==> src/rtl/vcmd_pkg.sv <==
// Shared opcodes, decoder states and sizing helpers for the video command decoder.
package vcmd_pkg;

  localparam logic [7:0] CMD_SETADDR_DEF = 8'h01;
  localparam logic [7:0] CMD_PIXEL_DEF   = 8'h41;
  localparam logic [7:0] CMD_BURST_DEF   = 8'h42;
  localparam logic [7:0] CMD_NOP_DEF     = 8'h80;

  typedef enum logic [1:0] {
    ST_IDLE,
    ST_ADDR,
    ST_COUNT,
    ST_PIX
  } state_e;

  // Number of whole bytes needed to carry a field of the given bit width.
  function automatic int bytes_for_bits(input int bits);
    return (bits + 7) / 8;
  endfunction

endpackage

==> src/rtl/vcmd_byte_assembler.sv <==
// MSB-first byte shift register: collects NBYTES bytes and strobes done_o on
// the last one, presenting the completed word on word_o in that same cycle.
module vcmd_byte_assembler
  import vcmd_pkg::*;
#(
  parameter int NBYTES = 3
) (
  input  logic                  clk_i,
  input  logic                  reset_i,
  input  logic                  clear_i,
  input  logic                  shift_i,
  input  logic [7:0]            byte_i,
  output logic [8*NBYTES-1:0]   word_o,
  output logic                  done_o
);

  localparam int            CW   = (NBYTES > 1) ? $clog2(NBYTES) : 1;
  localparam logic [CW-1:0] LAST = CW'(NBYTES - 1);

  logic [8*NBYTES-1:0] data_q, data_d;
  logic [CW-1:0]       cnt_q, cnt_d;

  // Word as it looks with the incoming byte appended; valid when done_o is set.
  always_comb begin
    word_o = (data_q << 8) | (8 * NBYTES)'(byte_i);
    done_o = shift_i && (cnt_q == LAST);
  end

  // Next-state for the partial word and byte count.
  always_comb begin
    // NOTE: every variable driven here gets a default first, so no path can infer a latch.
    data_d = data_q;
    cnt_d  = cnt_q;
    if (clear_i) begin
      data_d = '0;
      cnt_d  = '0;
    end else if (shift_i) begin
      if (done_o) begin
        data_d = '0;
        cnt_d  = '0;
      end else begin
        data_d = word_o;
        cnt_d  = cnt_q + 1'b1;
      end
    end
  end

  // Partial word and byte count registers.
  always_ff @(posedge clk_i) begin
    // NOTE: sequential state uses non-blocking assignments so all registers update together.
    if (reset_i) begin
      data_q <= '0;
      cnt_q  <= '0;
    end else begin
      data_q <= data_d;
      cnt_q  <= cnt_d;
    end
  end

endmodule

==> src/rtl/vcmd_burst_decoder.sv <==
// Video command decoder: turns the SPI byte stream into addressed pixel
// writes with set-address, single-pixel and auto-incrementing burst commands.
module vcmd_burst_decoder
  import vcmd_pkg::*;
#(
  parameter int         AWIDTH      = 18,
  parameter int         CHANNELS    = 3,
  parameter logic [7:0] CMD_SETADDR = CMD_SETADDR_DEF,
  parameter logic [7:0] CMD_PIXEL   = CMD_PIXEL_DEF,
  parameter logic [7:0] CMD_BURST   = CMD_BURST_DEF,
  parameter logic [7:0] CMD_NOP     = CMD_NOP_DEF
) (
  input  logic                  clk_i,
  input  logic                  reset_i,
  input  logic                  byte_valid_i,
  input  logic [7:0]            byte_i,
  output logic                  byte_ready_o,
  input  logic                  abort_i,
  input  logic                  data_mode_enable_i,
  output logic                  pixel_valid_o,
  input  logic                  pixel_ready_i,
  output logic [AWIDTH-1:0]     addr_o,
  output logic [8*CHANNELS-1:0] pixel_o,
  output logic                  busy_o,
  output logic                  cmd_error_o
);

  localparam int ABYTES = bytes_for_bits(AWIDTH);

  state_e                state_q, state_d;
  logic [AWIDTH-1:0]     addr_q, addr_d;
  logic [AWIDTH-1:0]     addr_out_q, addr_out_d;
  logic [8*CHANNELS-1:0] pixel_out_q, pixel_out_d;
  logic                  pix_valid_q, pix_valid_d;
  logic [7:0]            remaining_q, remaining_d;
  logic                  cmd_error_q, cmd_error_d;

  logic                  byte_accept;
  logic                  asm_clear;
  logic                  addr_shift, pix_shift;
  logic                  addr_done, pix_done;
  logic [8*ABYTES-1:0]   addr_word;
  logic [8*CHANNELS-1:0] pix_word;

  assign byte_ready_o  = !pix_valid_q && !abort_i;
  assign byte_accept   = byte_valid_i && byte_ready_o;
  assign pixel_valid_o = pix_valid_q;
  assign addr_o        = addr_out_q;
  assign pixel_o       = pixel_out_q;
  assign busy_o        = (state_q != ST_IDLE) || pix_valid_q;
  assign cmd_error_o   = cmd_error_q;

  vcmd_byte_assembler #(.NBYTES(ABYTES)) u_addr_asm (
    .clk_i   (clk_i),
    .reset_i (reset_i),
    .clear_i (asm_clear),
    .shift_i (addr_shift),
    .byte_i  (byte_i),
    .word_o  (addr_word),
    .done_o  (addr_done)
  );

  vcmd_byte_assembler #(.NBYTES(CHANNELS)) u_pix_asm (
    .clk_i   (clk_i),
    .reset_i (reset_i),
    .clear_i (asm_clear),
    .shift_i (pix_shift),
    .byte_i  (byte_i),
    .word_o  (pix_word),
    .done_o  (pix_done)
  );

  // Command FSM next-state, write handshake and byte routing to the assemblers.
  always_comb begin
    state_d     = state_q;
    addr_d      = addr_q;
    addr_out_d  = addr_out_q;
    pixel_out_d = pixel_out_q;
    pix_valid_d = pix_valid_q;
    remaining_d = remaining_q;
    cmd_error_d = cmd_error_q;
    asm_clear   = 1'b0;
    addr_shift  = 1'b0;
    pix_shift   = 1'b0;

    // A pending write always completes, even across abort or data-mode-off.
    if (pix_valid_q && pixel_ready_i) begin
      pix_valid_d = 1'b0;
      addr_d      = addr_q + 1'b1;
    end

    if (abort_i || !data_mode_enable_i) begin
      state_d     = ST_IDLE;
      remaining_d = '0;
      asm_clear   = 1'b1;
    end else if (byte_accept) begin
      unique case (state_q)
        ST_IDLE: begin
          if (byte_i == CMD_SETADDR) begin
            state_d = ST_ADDR;
          end else if (byte_i == CMD_PIXEL) begin
            state_d     = ST_PIX;
            remaining_d = '0;
          end else if (byte_i == CMD_BURST) begin
            state_d = ST_COUNT;
          end else if (byte_i != CMD_NOP) begin
            cmd_error_d = 1'b1;
          end
        end
        ST_ADDR: begin
          addr_shift = 1'b1;
          if (addr_done) begin
            // Upper bits beyond AWIDTH are dropped by the width cast.
            addr_d  = AWIDTH'(addr_word);
            state_d = ST_IDLE;
          end
        end
        ST_COUNT: begin
          remaining_d = byte_i;
          state_d     = ST_PIX;
        end
        ST_PIX: begin
          pix_shift = 1'b1;
          if (pix_done) begin
            pix_valid_d = 1'b1;
            addr_out_d  = addr_q;
            pixel_out_d = pix_word;
            if (remaining_q == '0) begin
              state_d = ST_IDLE;
            end else begin
              remaining_d = remaining_q - 1'b1;
            end
          end
        end
        default: state_d = ST_IDLE;
      endcase
    end
  end

  // State, address and output registers.
  always_ff @(posedge clk_i) begin
    // NOTE: every register here is reset, including the data-path outputs, so AddrOut/PixelOut read 0 after reset.
    if (reset_i) begin
      state_q     <= ST_IDLE;
      addr_q      <= '0;
      addr_out_q  <= '0;
      pixel_out_q <= '0;
      pix_valid_q <= 1'b0;
      remaining_q <= '0;
      cmd_error_q <= 1'b0;
    end else begin
      state_q     <= state_d;
      addr_q      <= addr_d;
      addr_out_q  <= addr_out_d;
      pixel_out_q <= pixel_out_d;
      pix_valid_q <= pix_valid_d;
      remaining_q <= remaining_d;
      cmd_error_q <= cmd_error_d;
    end
  end

endmodule
==> config.mk <==
export PLATFORM = sky130hd
export DESIGN_NAME = vcmd_burst_decoder
export DESIGN_NICKNAME = d
export VERILOG_FILES = /design/src/rtl/vcmd_pkg.sv /design/src/rtl/vcmd_byte_assembler.sv /design/src/rtl/vcmd_burst_decoder.sv
export SDC_FILE = /design/constraint.sdc
export NUM_CORES = 1
export LEC_CHECK = 0
export CAP_MARGIN = 20
export CORE_MARGIN = 2
export CORE_UTILIZATION = 58
export DETAILED_ROUTE_END_ITERATION = 10
export MAX_ROUTING_LAYER = met4
export PLACE_DENSITY = 0.84
export SLEW_MARGIN = 30
export SYNTH_ARGS = -nofsm -noshare
export SYNTH_HDL_FRONTEND = slang
export SYNTH_SLANG_ARGS = --single-unit
==> constraint.sdc <==
create_clock -name clk_i -period 5.1 [get_ports clk_i]
set_clock_uncertainty 0.15 [all_clocks]
set_input_delay 1.02 -clock clk_i [delete_from_list [all_inputs] [get_ports clk_i]]
set_output_delay 1.02 -clock clk_i [all_outputs]
set_load 0.01 [all_outputs]
==> impl_metrics.py, run 1 <==
metrics = {
    "critical_path": {
        "crit_type": "in2out",
        "cp_data_arrival_time_ps": 2240,
        "timing.critical_path.buf_inv": 2,
        "critPathLaunchType": "input port",
        "crit_path_end_kind": "output port",
        "crit_chain": "clkdlybuf4s50_1, nor2_1, clkdlybuf4s50_1",
        "crit_slowest_cell": "clkdlybuf4s50_1",
        "rrSetupSlack_ps": 2650,
        "cp_max_fo": 5,
        "critPathTopFamily": "buffers and inverters",
        "cp_slowest_stage_delay_ps": 560,
        "cpMostUsedCell": "clkdlybuf4s50_1",
        "worstPathRequired_ps": 3930,
    },
    "floorplanning": {
        "initial_core_util": 0.599,
        "io_pins": 60,
        "die_y_um": 90.5,
        "dieArea_mm2": 0.00820,
        "rows": 31,
        "die_w_um": 90.5,
        "coreArea_mm2": 0.00725,
    },
    "job": {
        "maxCapViolations": 0,
    },
    "layout": {
        "area_growth_syn_to_layout_pct": 19.3,
        "fillers": 584,
        "nets": 593,
        "drive_above_1_share": 0.0638,
        "n_antenna_cell": 0,
    },
    "power": {
        "swShare": 0.227,
        "p_switching_mw": 0.321,
        "seqPwrFrac": 0.563,
        "vdd_drop_max_v": 0.000143,
        "intPower_mw": 1.09,
        "clkPwrFrac": 0.406,
        "power.leakage_nw": 1.74,
        "pwr-share-comb": 0.031,
        "power.density_mw_per_mm2": 273,
    },
    "synthesis": {
        "synth_compound_area_frac": 0.152,
        "synthTopCellsByCount": "nand2_1 (142), dfxtp_1 (102), a21oi_1 (62)",
        "ys_seq_area_frac": 0.470,
        "async_flop_share": 0,
        "avgSynthCellArea_um2": 8.13,
        "synth_top_family_by_area": "simple AND/OR/NAND/NOR gates",
        "synthCells": 534,
        "ys.flop_type": "dfxtp_1",
        "synth-seq-cells": 102,
        "yosysMostFrequentCell": "nand2_1",
        "synthDistinctLibCells": 49,
        "yosys-top-cells-area": "dfxtp_1 (47%), nand2_1 (12%), a21oi_1 (7.1%), mux2i_1 (3.7%), xnor2_1 (3.4%)",
        "synth_mux_area_frac": 0.0395,
        "yosys.area_share.adder": 0.0115,
        "syn-num-nets": 552,
        "synthSimpleGateAreaFrac": 0.249,
        "synth_warnings": 0,
        "yosys.area.top_type_share": 0.470,
        "synth_enable_flop_cells": 0,
        "synth_area_mm2": 0.00434,
        "synth_xor_area_frac": 0.0363,
        "yosys.area.top_type": "dfxtp_1",
    },
    "clock_tree": {
        "clk_pin_slew_ps": 100,
        "clockBufferDepth": 2,
        "postCtsResizedCells": 0,
        "cts_setup_buffers": 0,
        "clock_latency_ps": 360,
        "htreeDepth": 3,
        "clkSinkCount": 102,
        "cts_tree": "done",
        "ctsHoldBuffers": 0,
        "cts_inserted_buffers": 9,
        "cts-root-buf": "clkbuf_8",
    },
    "route": {
        "wl_met3_um": 475,
        "drt_iter0_markers": 316,
        "drtAntennaViolNets": 0,
        "wl_per_cell_um": 15.0,
        "vias": 3870,
        "avgViaCountPerCell": 5.70,
        "routed_wl_um": 10200,
        "remaining_drc_errors": 0,
        "wl_met1_um": 4820,
        "wl_met2_um": 4660,
        "firstDrtPassIters": 8,
        "top_layer_used": "met4",
    },
    "timing": {
        "worst_pin_slew_ps": 870,
        "min_period_over_period": 0.669,
        "relSlewSlack": 0.412,
        "final.min_clock_period_ps": 3410,
        "tns_ps": 0,
        "drv_slew": 0,
        "hold_violations": 0,
        "rsz0062_at_grt": "no",
        "setup_viol": 0,
        "fmax_mhz": 293,
        "fin_ws_ps": 1690,
    },
    "worst_hold_path": {
        "hp-class": "reg2reg",
    },
    "global_route": {
        "grt_pass1_wl_um": 17200,
        "grt-ovfl-total": 0,
        "antenna_found_initial": 0,
        "track_usage": 0.260,
        "grt_max_degree": 64,
        "grt_pass1_vias": 3621,
    },
    "run_status": {
        "status": "finished, final reports clean",
    },
    "place": {
        "port_buffers": 59,
        "globalplace.congestion": 0.845,
        "pre_cts_slack_ps": 1670,
        "dp.final_hpwl_um": 6620,
    },
}
[worst min-delay path, cell delays in order (launching register included)]
cell and delay, ps:
dfxtp_1 320, nand2_1 50, a21oi_1 50
[per-stage QoR]
| step | std cells | area (um2) | power, mW | hold slack (ps) | utilization |
|---|---|---|---|---|---|
| finish | 679 | 5180 | 1.42 | 306 | 0.715 |
| global route | 679 | 5180 | 1.45 | 332 | 0.715 |
| CTS | 679 | 5180 | 1.42 | 309 | 0.715 |
| detailed placement | 663 | 4950 | 0.858 | 295 | 0.683 |
| global placement | 663 | 4950 | 0.858 | 291 | 0.683 |
| floorplan | 534 | 4340 | 0.836 | 281 | - |
[state kept, by name, indices dropped and copies added, names as in the netlist]
signal,flops
addr_o,18
addr_q,18
pixel_valid_o,1
cmd_error_o,1
pixel_o,24
u_addr_asm.cnt_q,2
u_pix_asm.cnt_q,2
u_pix_asm.data_q,16
remaining_q,8
u_addr_asm.data_q,10
state_q,2
[path summary, 6_finish.rpt]
path,start,endpoint,depth (start not counted)
max,abort_i,byte_ready_o,3
min,pixel_o[11],pixel_o[11],2
max reg2reg,pixel_valid_o,u_addr_asm.data_q[9],5
min reg2reg,pixel_o[11],pixel_o[11],2
[cell families after synthesis]
kind of cell               count (synthesis)
AOI/OAI and AO/OA                        109
xor gates and xnor gates                  18
adders and majority gates                  4
buffers and inverters                     44
DFF                                      102
muxes                                     17
and+or+nand+nor                          240
[per-layer routing]
metal  track usage  vias up
met3        0.0417       26
li1              -     1905
met2         0.394      119
met4        0.0949        0
met5             -        -
met1         0.354     1820
[power groups by stage]
stage | Combinational [mW] | Clock (mW) | Sequential, mW
2_1_floorplan | 0.0204 | 0 | 0.815
5_1_grt | 0.0469 | 0.604 | 0.797
4_1_cts | 0.0436 | 0.580 | 0.797
6_report | 0.0443 | 0.574 | 0.797
3_5_place_dp | 0.0433 | 0 | 0.815
3_3_place_gp | 0.0433 | 0 | 0.815
[layout by cell type (no fill, tap or decap), types with 2 or more instances in the layout]
cell	netlist	routed
xnor2_1	17	17
or4_4	2	2
inv_1	9	9
bufinv_16	0	2
nand4_1	5	5
a31o_2	3	3
o211ai_1	3	3
nor4_1	4	4
a311oi_1	6	6
nand2_1	142	142
nand2b_1	2	2
ha_1	4	4
a21oi_1	62	62
o21ai_0	12	12
buf_4	0	6
dfxtp_1	102	102
or4_1	2	2
a21o_1	2	2
a211oi_1	13	13
nor2_1	39	39
or3_1	7	7
nor4bb_1	3	3
nor3_1	7	7
nand3_1	7	7
clkinv_4	0	2
nand3_2	2	2
clkdlybuf4s50_1	0	58
nor3b_1	2	2
clkbuf_8	0	9
mux2i_1	16	16
or3b_2	2	2
nor2b_1	2	2
or3_2	3	3
and2_1	3	3
[cell type report]
class                           count  area [um2]  area share
Multi-Input combinational cell    388        2120       0.410
Clock inverter                      7         105      0.0203
Inverter                            9        33.8     0.00652
Tap cell                           99         124      0.0239
Clock buffer                        9         124      0.0239
Timing Repair Buffer               65         631       0.122
Sequential cell                   102        2040       0.394
Note: power is estimated with default switching activity, not from simulation.
==> inputs of run 2 (changes only) <==
--- a/config.mk
+++ b/config.mk
@@ -7,10 +7,10 @@
 export LEC_CHECK = 0
 export CAP_MARGIN = 20
 export CORE_MARGIN = 2
-export CORE_UTILIZATION = 58
+export CORE_UTILIZATION = 54
 export DETAILED_ROUTE_END_ITERATION = 10
 export MAX_ROUTING_LAYER = met4
-export PLACE_DENSITY = 0.84
+export PLACE_DENSITY = 0.79
 export SLEW_MARGIN = 30
 export SYNTH_ARGS = -nofsm -noshare
 export SYNTH_HDL_FRONTEND = slang
==> constraint.sdc (replaced) <==
create_clock -name clk_i -period 3.2 [get_ports clk_i]
set_clock_uncertainty 0.15 [all_clocks]
set_input_delay 0.64 -clock clk_i [delete_from_list [all_inputs] [get_ports clk_i]]
set_output_delay 0.64 -clock clk_i [all_outputs]
set_load 0.01 [all_outputs]
==> impl_metrics.py, run 2 (synthesis results as in run 1) <==
metrics = {
    "global_route": {
        "grt_pass1_vias": 3572,
        "grt-ovfl-total": 0,
        "track_usage": 0.251,
        "grt_max_degree": 63,
        "grt_pass1_wl_um": 16900,
        "antenna_found_initial": 0,
    },
    "floorplanning": {
        "die_w_um": 93.7,
        "die_y_um": 93.7,
        "initial_core_util": 0.559,
        "dieArea_mm2": 0.00878,
        "io_pins": 60,
        "coreArea_mm2": 0.00777,
        "rows": 32,
    },
    "timing": {
        "hold_violations": 0,
        "worst_pin_slew_ps": 776,
        "relSlewSlack": 0.478,
        "final.min_clock_period_ps": 2640,
        "fin_ws_ps": 562,
        "setup_viol": 0,
        "drv_slew": 0,
        "fmax_mhz": 379,
        "tns_ps": 0,
        "rsz0062_at_grt": "no",
        "min_period_over_period": 0.824,
    },
    "power": {
        "vdd_drop_max_v": 0.000230,
        "power.leakage_nw": 1.78,
        "power.density_mw_per_mm2": 416,
    },
    "job": {
        "maxCapViolations": 0,
    },
    "layout": {
        "drive_above_1_share": 0.0797,
        "fillers": 653,
        "multi_input_area_mm2": 0.00212,
        "stdcell_count": 692,
        "seq_area_mm2": 0.00204,
        "final_cell_mix": "nand2_1 (142), dfxtp_1 (102), a21oi_1 (62), clkdlybuf4s50_1 (58), nor2_1 (39)",
        "n_antenna_cell": 0,
        "largest_register_ffs": 24,
        "area_growth_syn_to_layout_pct": 20.7,
        "layout_commonest_cell": "nand2_1",
        "nets": 603,
    },
    "critical_path": {
        "crit_slowest_cell": "clkdlybuf4s50_1",
        "path_depth": 3,
        "cp_data_arrival_time_ps": 1850,
        "r2r.worst_path.cells": 4,
        "critPathLaunchType": "input port",
        "critPathTopFamily": "buffers and inverters",
        "crit_chain": "clkdlybuf4s50_1, nor2_1, clkdlybuf4s50_1",
        "cp_max_fo": 5,
        "crit_path_end_kind": "output port",
        "cpMostUsedCell": "clkdlybuf4s50_1",
        "r2r-start": "pixel_valid_o",
        "timing.critical_path.buf_inv": 2,
        "crit_type": "in2out",
        "worstPathRequired_ps": 2410,
        "worstSetupStartpoint": "abort_i",
        "cp_slowest_stage_delay_ps": 560,
    },
    "route": {
        "drtAntennaViolNets": 0,
        "wl_met2_um": 4660,
        "avgViaCountPerCell": 5.63,
        "top_layer_used": "met4",
        "wl_met3_um": 568,
        "drt_iter0_markers": 315,
        "vias": 3894,
        "routed_wl_um": 10200,
        "remaining_drc_errors": 0,
        "firstDrtPassIters": 5,
        "wl_met1_um": 4790,
        "wl_per_cell_um": 14.7,
    },
    "clock_tree": {
        "cts-root-buf": "clkbuf_8",
        "clk_pin_slew_ps": 100,
        "clock_latency_ps": 370,
        "cts_setup_buffers": 0,
        "cts_inserted_buffers": 9,
        "postCtsResizedCells": 0,
        "clockBufferDepth": 2,
        "ctsHoldBuffers": 0,
        "htreeDepth": 3,
        "clkSinkCount": 102,
        "cts_tree": "done",
    },
    "place": {
        "globalplace.congestion": 0.862,
        "dp.cells": 676,
        "dp.final_hpwl_um": 7100,
        "pre_cts_slack_ps": 347,
        "port_buffers": 59,
    },
    "worst_hold_path": {
        "hp-class": "reg2reg",
        "min_from": "u_pix_asm.data_q[15]",
        "hold_depth": 2,
    },
    "run_status": {
        "status": "finished, final reports clean",
    },
}
[run 2: cell count changes in the layout (fill, tap and decap cells not counted)]
cell	before	now
buf_4	6	16
clkinv_4	2	4
bufinv_16	2	1
inv_6	1	0
[run 2: power breakdown]
group / total (mW) / leakage [nW] / internal, mW / switching, mW
combinational: 0.0787 / 0.860 / 0.0301 / 0.0486
clock: 0.833 / 0.102 / 0.372 / 0.460
sequential: 1.27 / 0.821 / 1.27 / 0.000375
[run 2: layout make-up]
class	count	area share
Tap cell	102	0.0244
Clock buffer	9	0.0236
Sequential cell	102	0.390
Inverter	9	0.00645
Timing Repair Buffer	75	0.135
Multi-Input combinational cell	388	0.405
Clock inverter	7	0.0160
[run 2: final timing paths]
check	slack [ps]	end
hold reg to reg	300	pixel_o[23]
hold / removal	300	pixel_o[23]
setup reg to reg	950	addr_q[16]
setup / recovery	560	byte_ready_o
[run 2: metal layers]
metal / vias to the layer above / global-route usage
met5: - / -
li1: 1926 / -
met2: 115 / 0.388
met3: 18 / 0.0377
met1: 1835 / 0.342
met4: 0 / 0.0785
[run 2: worst min-delay path, stage by stage, from the launching register on]
cell and delay [ps]:
dfxtp_1 320, nand2_1 50, a21oi_1 50
[run 2: per-stage QoR]
| step | total power, mW | utilization | hold WS (ps) | area [um2] |
|---|---|---|---|---|
| 2_1_floorplan | 1.33 | - | 281 | 4340 |
| 3_3_place_gp | 1.37 | 0.648 | 292 | 5030 |
| 3_5_place_dp | 1.38 | 0.648 | 296 | 5030 |
| 4_1_cts | 2.19 | 0.675 | 305 | 5240 |
| 5_1_grt | 2.25 | 0.675 | 329 | 5240 |
| 6_report | 2.18 | 0.675 | 296 | 5240 |
==> inputs of run 3 (changes only) <==
==> constraint.sdc (replaced) <==
create_clock -name clk_i -period 2.7 [get_ports clk_i]
set_clock_uncertainty 0.15 [all_clocks]
set_input_delay 0.54 -clock clk_i [delete_from_list [all_inputs] [get_ports clk_i]]
set_output_delay 0.54 -clock clk_i [all_outputs]
set_load 0.01 [all_outputs]
==> impl_metrics.py, run 3 (synthesis results as in run 1) <==
metrics = {
    "clock_tree": {
        "clock_latency_ps": 370,
        "cts_tree": "done",
        "clkSinkCount": 102,
        "cts-root-buf": "clkbuf_8",
        "clockBufferDepth": 2,
        "cts_inserted_buffers": 9,
        "htreeDepth": 3,
        "postCtsResizedCells": 0,
        "ctsHoldBuffers": 0,
        "cts_setup_buffers": 0,
        "clk_pin_slew_ps": 100,
    },
    "timing": {
        "relSlewSlack": 0.591,
        "min_period_over_period": 0.902,
        "final.min_clock_period_ps": 2440,
        "hold_violations": 0,
        "rsz0062_at_grt": "no",
        "tns_ps": 0,
        "drv_slew": 0,
        "setup_viol": 0,
        "worst_pin_slew_ps": 614,
        "fmax_mhz": 411,
    },
    "floorplanning": {
        "die_y_um": 93.7,
        "rows": 32,
        "io_pins": 60,
        "coreArea_mm2": 0.00777,
        "dieArea_mm2": 0.00878,
        "die_w_um": 93.7,
        "initial_core_util": 0.559,
    },
    "layout": {
        "fillers": 662,
        "n_antenna_cell": 0,
        "largest_register_ffs": 24,
        "drive_above_1_share": 0.0935,
        "area_growth_syn_to_layout_pct": 21.9,
        "layout_commonest_cell": "nand2_1",
        "nets": 612,
        "final_cell_mix": "nand2_1 (142), dfxtp_1 (102), a21oi_1 (62), clkdlybuf4s50_1 (58), nor2_1 (39)",
        "fin_util": 0.682,
        "multi_input_area_mm2": 0.00212,
        "stdcell_area_mm2": 0.00529,
        "seq_area_mm2": 0.00204,
    },
    "power": {
        "vdd_drop_max_v": 0.000322,
        "power.leakage_nw": 1.80,
        "power.density_mw_per_mm2": 471,
    },
    "place": {
        "port_buffers": 59,
        "placed_cell_area_mm2": 0.00511,
        "dp.final_hpwl_um": 7230,
        "globalplace.congestion": 0.885,
    },
    "job": {
        "maxCapViolations": 0,
    },
    "route": {
        "remaining_drc_errors": 0,
        "wl_per_cell_um": 14.7,
        "firstDrtPassIters": 4,
        "vias": 3903,
        "avgViaCountPerCell": 5.57,
        "drt_iter0_markers": 198,
        "drtAntennaViolNets": 0,
        "routed_wl_um": 10300,
    },
    "critical_path": {
        "crit_path_end_kind": "output port",
        "cpMostUsedCell": "clkdlybuf4s50_1",
        "critPathLaunchType": "input port",
        "cp_data_arrival_time_ps": 1750,
        "worstSetupStartpoint": "abort_i",
        "endpoint": "byte_ready_o",
        "critPathTopFamily": "buffers and inverters",
        "worstPathRequired_ps": 2010,
        "cp_max_fo": 5,
        "crit_slowest_cell": "clkdlybuf4s50_1",
        "path_depth": 3,
        "cp_slowest_stage_delay_ps": 560,
        "crit_chain": "clkdlybuf4s50_1, nor2_1, clkdlybuf4s50_1",
        "r2r.worst_path.cells": 4,
        "rrSetupSlack_ps": 470,
        "timing.critical_path.buf_inv": 2,
        "crit_type": "in2out",
        "r2r-end": "remaining_q[1]",
        "r2r-start": "remaining_q[2]",
    },
    "run_status": {
        "status": "finished, final reports clean",
    },
    "worst_hold_path": {
        "hp-class": "reg2reg",
    },
    "global_route": {
        "track_usage": 0.255,
        "grt-ovfl-total": 0,
        "grt_max_degree": 63,
        "grt_pass1_wl_um": 17300,
        "grt_pass1_vias": 3605,
        "antenna_found_initial": 0,
    },
}
[run 3: power by group]
part	switching, mW	internal (mW)
Clock	0.546	0.344
Sequential	0.000364	1.50
Combinational	0.0581	0.0400
Total	0.604	1.89
[run 3: worst min-delay path by stage]
stage / startpoint / endpoint / slack [ps] / cells past startpoint
6_report: addr_o[16] / addr_o[16] / 310 / 2
5_1_grt: u_pix_asm.data_q[11] / pixel_o[19] / 330 / 2
4_1_cts: u_pix_asm.data_q[12] / pixel_o[20] / 310 / 2
3_5_place_dp: u_pix_asm.data_q[12] / pixel_o[20] / 290 / 2
3_3_place_gp: addr_o[14] / addr_o[14] / 290 / 2
2_1_floorplan: u_addr_asm.data_q[9] / u_addr_asm.data_q[9] / 280 / 2
[run 3: stage by stage]
stage | cells | hold slack [ps] | total power [mW] | setup WS (ps)
2_1_floorplan | 534 | 281 | 1.58 | 611
3_3_place_gp | 685 | 293 | 1.63 | 127
3_5_place_dp | 685 | 293 | 1.64 | 101
4_1_cts | 701 | 307 | 2.51 | 269
5_1_grt | 701 | 326 | 2.58 | 218
6_report | 701 | 306 | 2.49 | 265
[run 3: final cells by class]
class	count	area share
Timing Repair Buffer	84	0.148
Multi-Input combinational cell	388	0.401
Sequential cell	102	0.386
Clock inverter	7	0.0109
Inverter	9	0.00638
Tap cell	102	0.0241
Clock buffer	9	0.0234
[run 3: worst register-to-register path: stages (launching register included)]
cell and delay [ps]:
dfxtp_1 370, or4_4 590, o41a_1 460, o21ai_4 360
mux2i_1 240
[run 3: metal layers]
metal | up-vias | routed length [um] | global-route usage
met5 | - | 0 | -
met4 | 0 | 129 | 0.0845
met3 | 11 | 560 | 0.0353
met2 | 114 | 4880 | 0.394
met1 | 1843 | 4770 | 0.348
li1 | 1935 | - | -
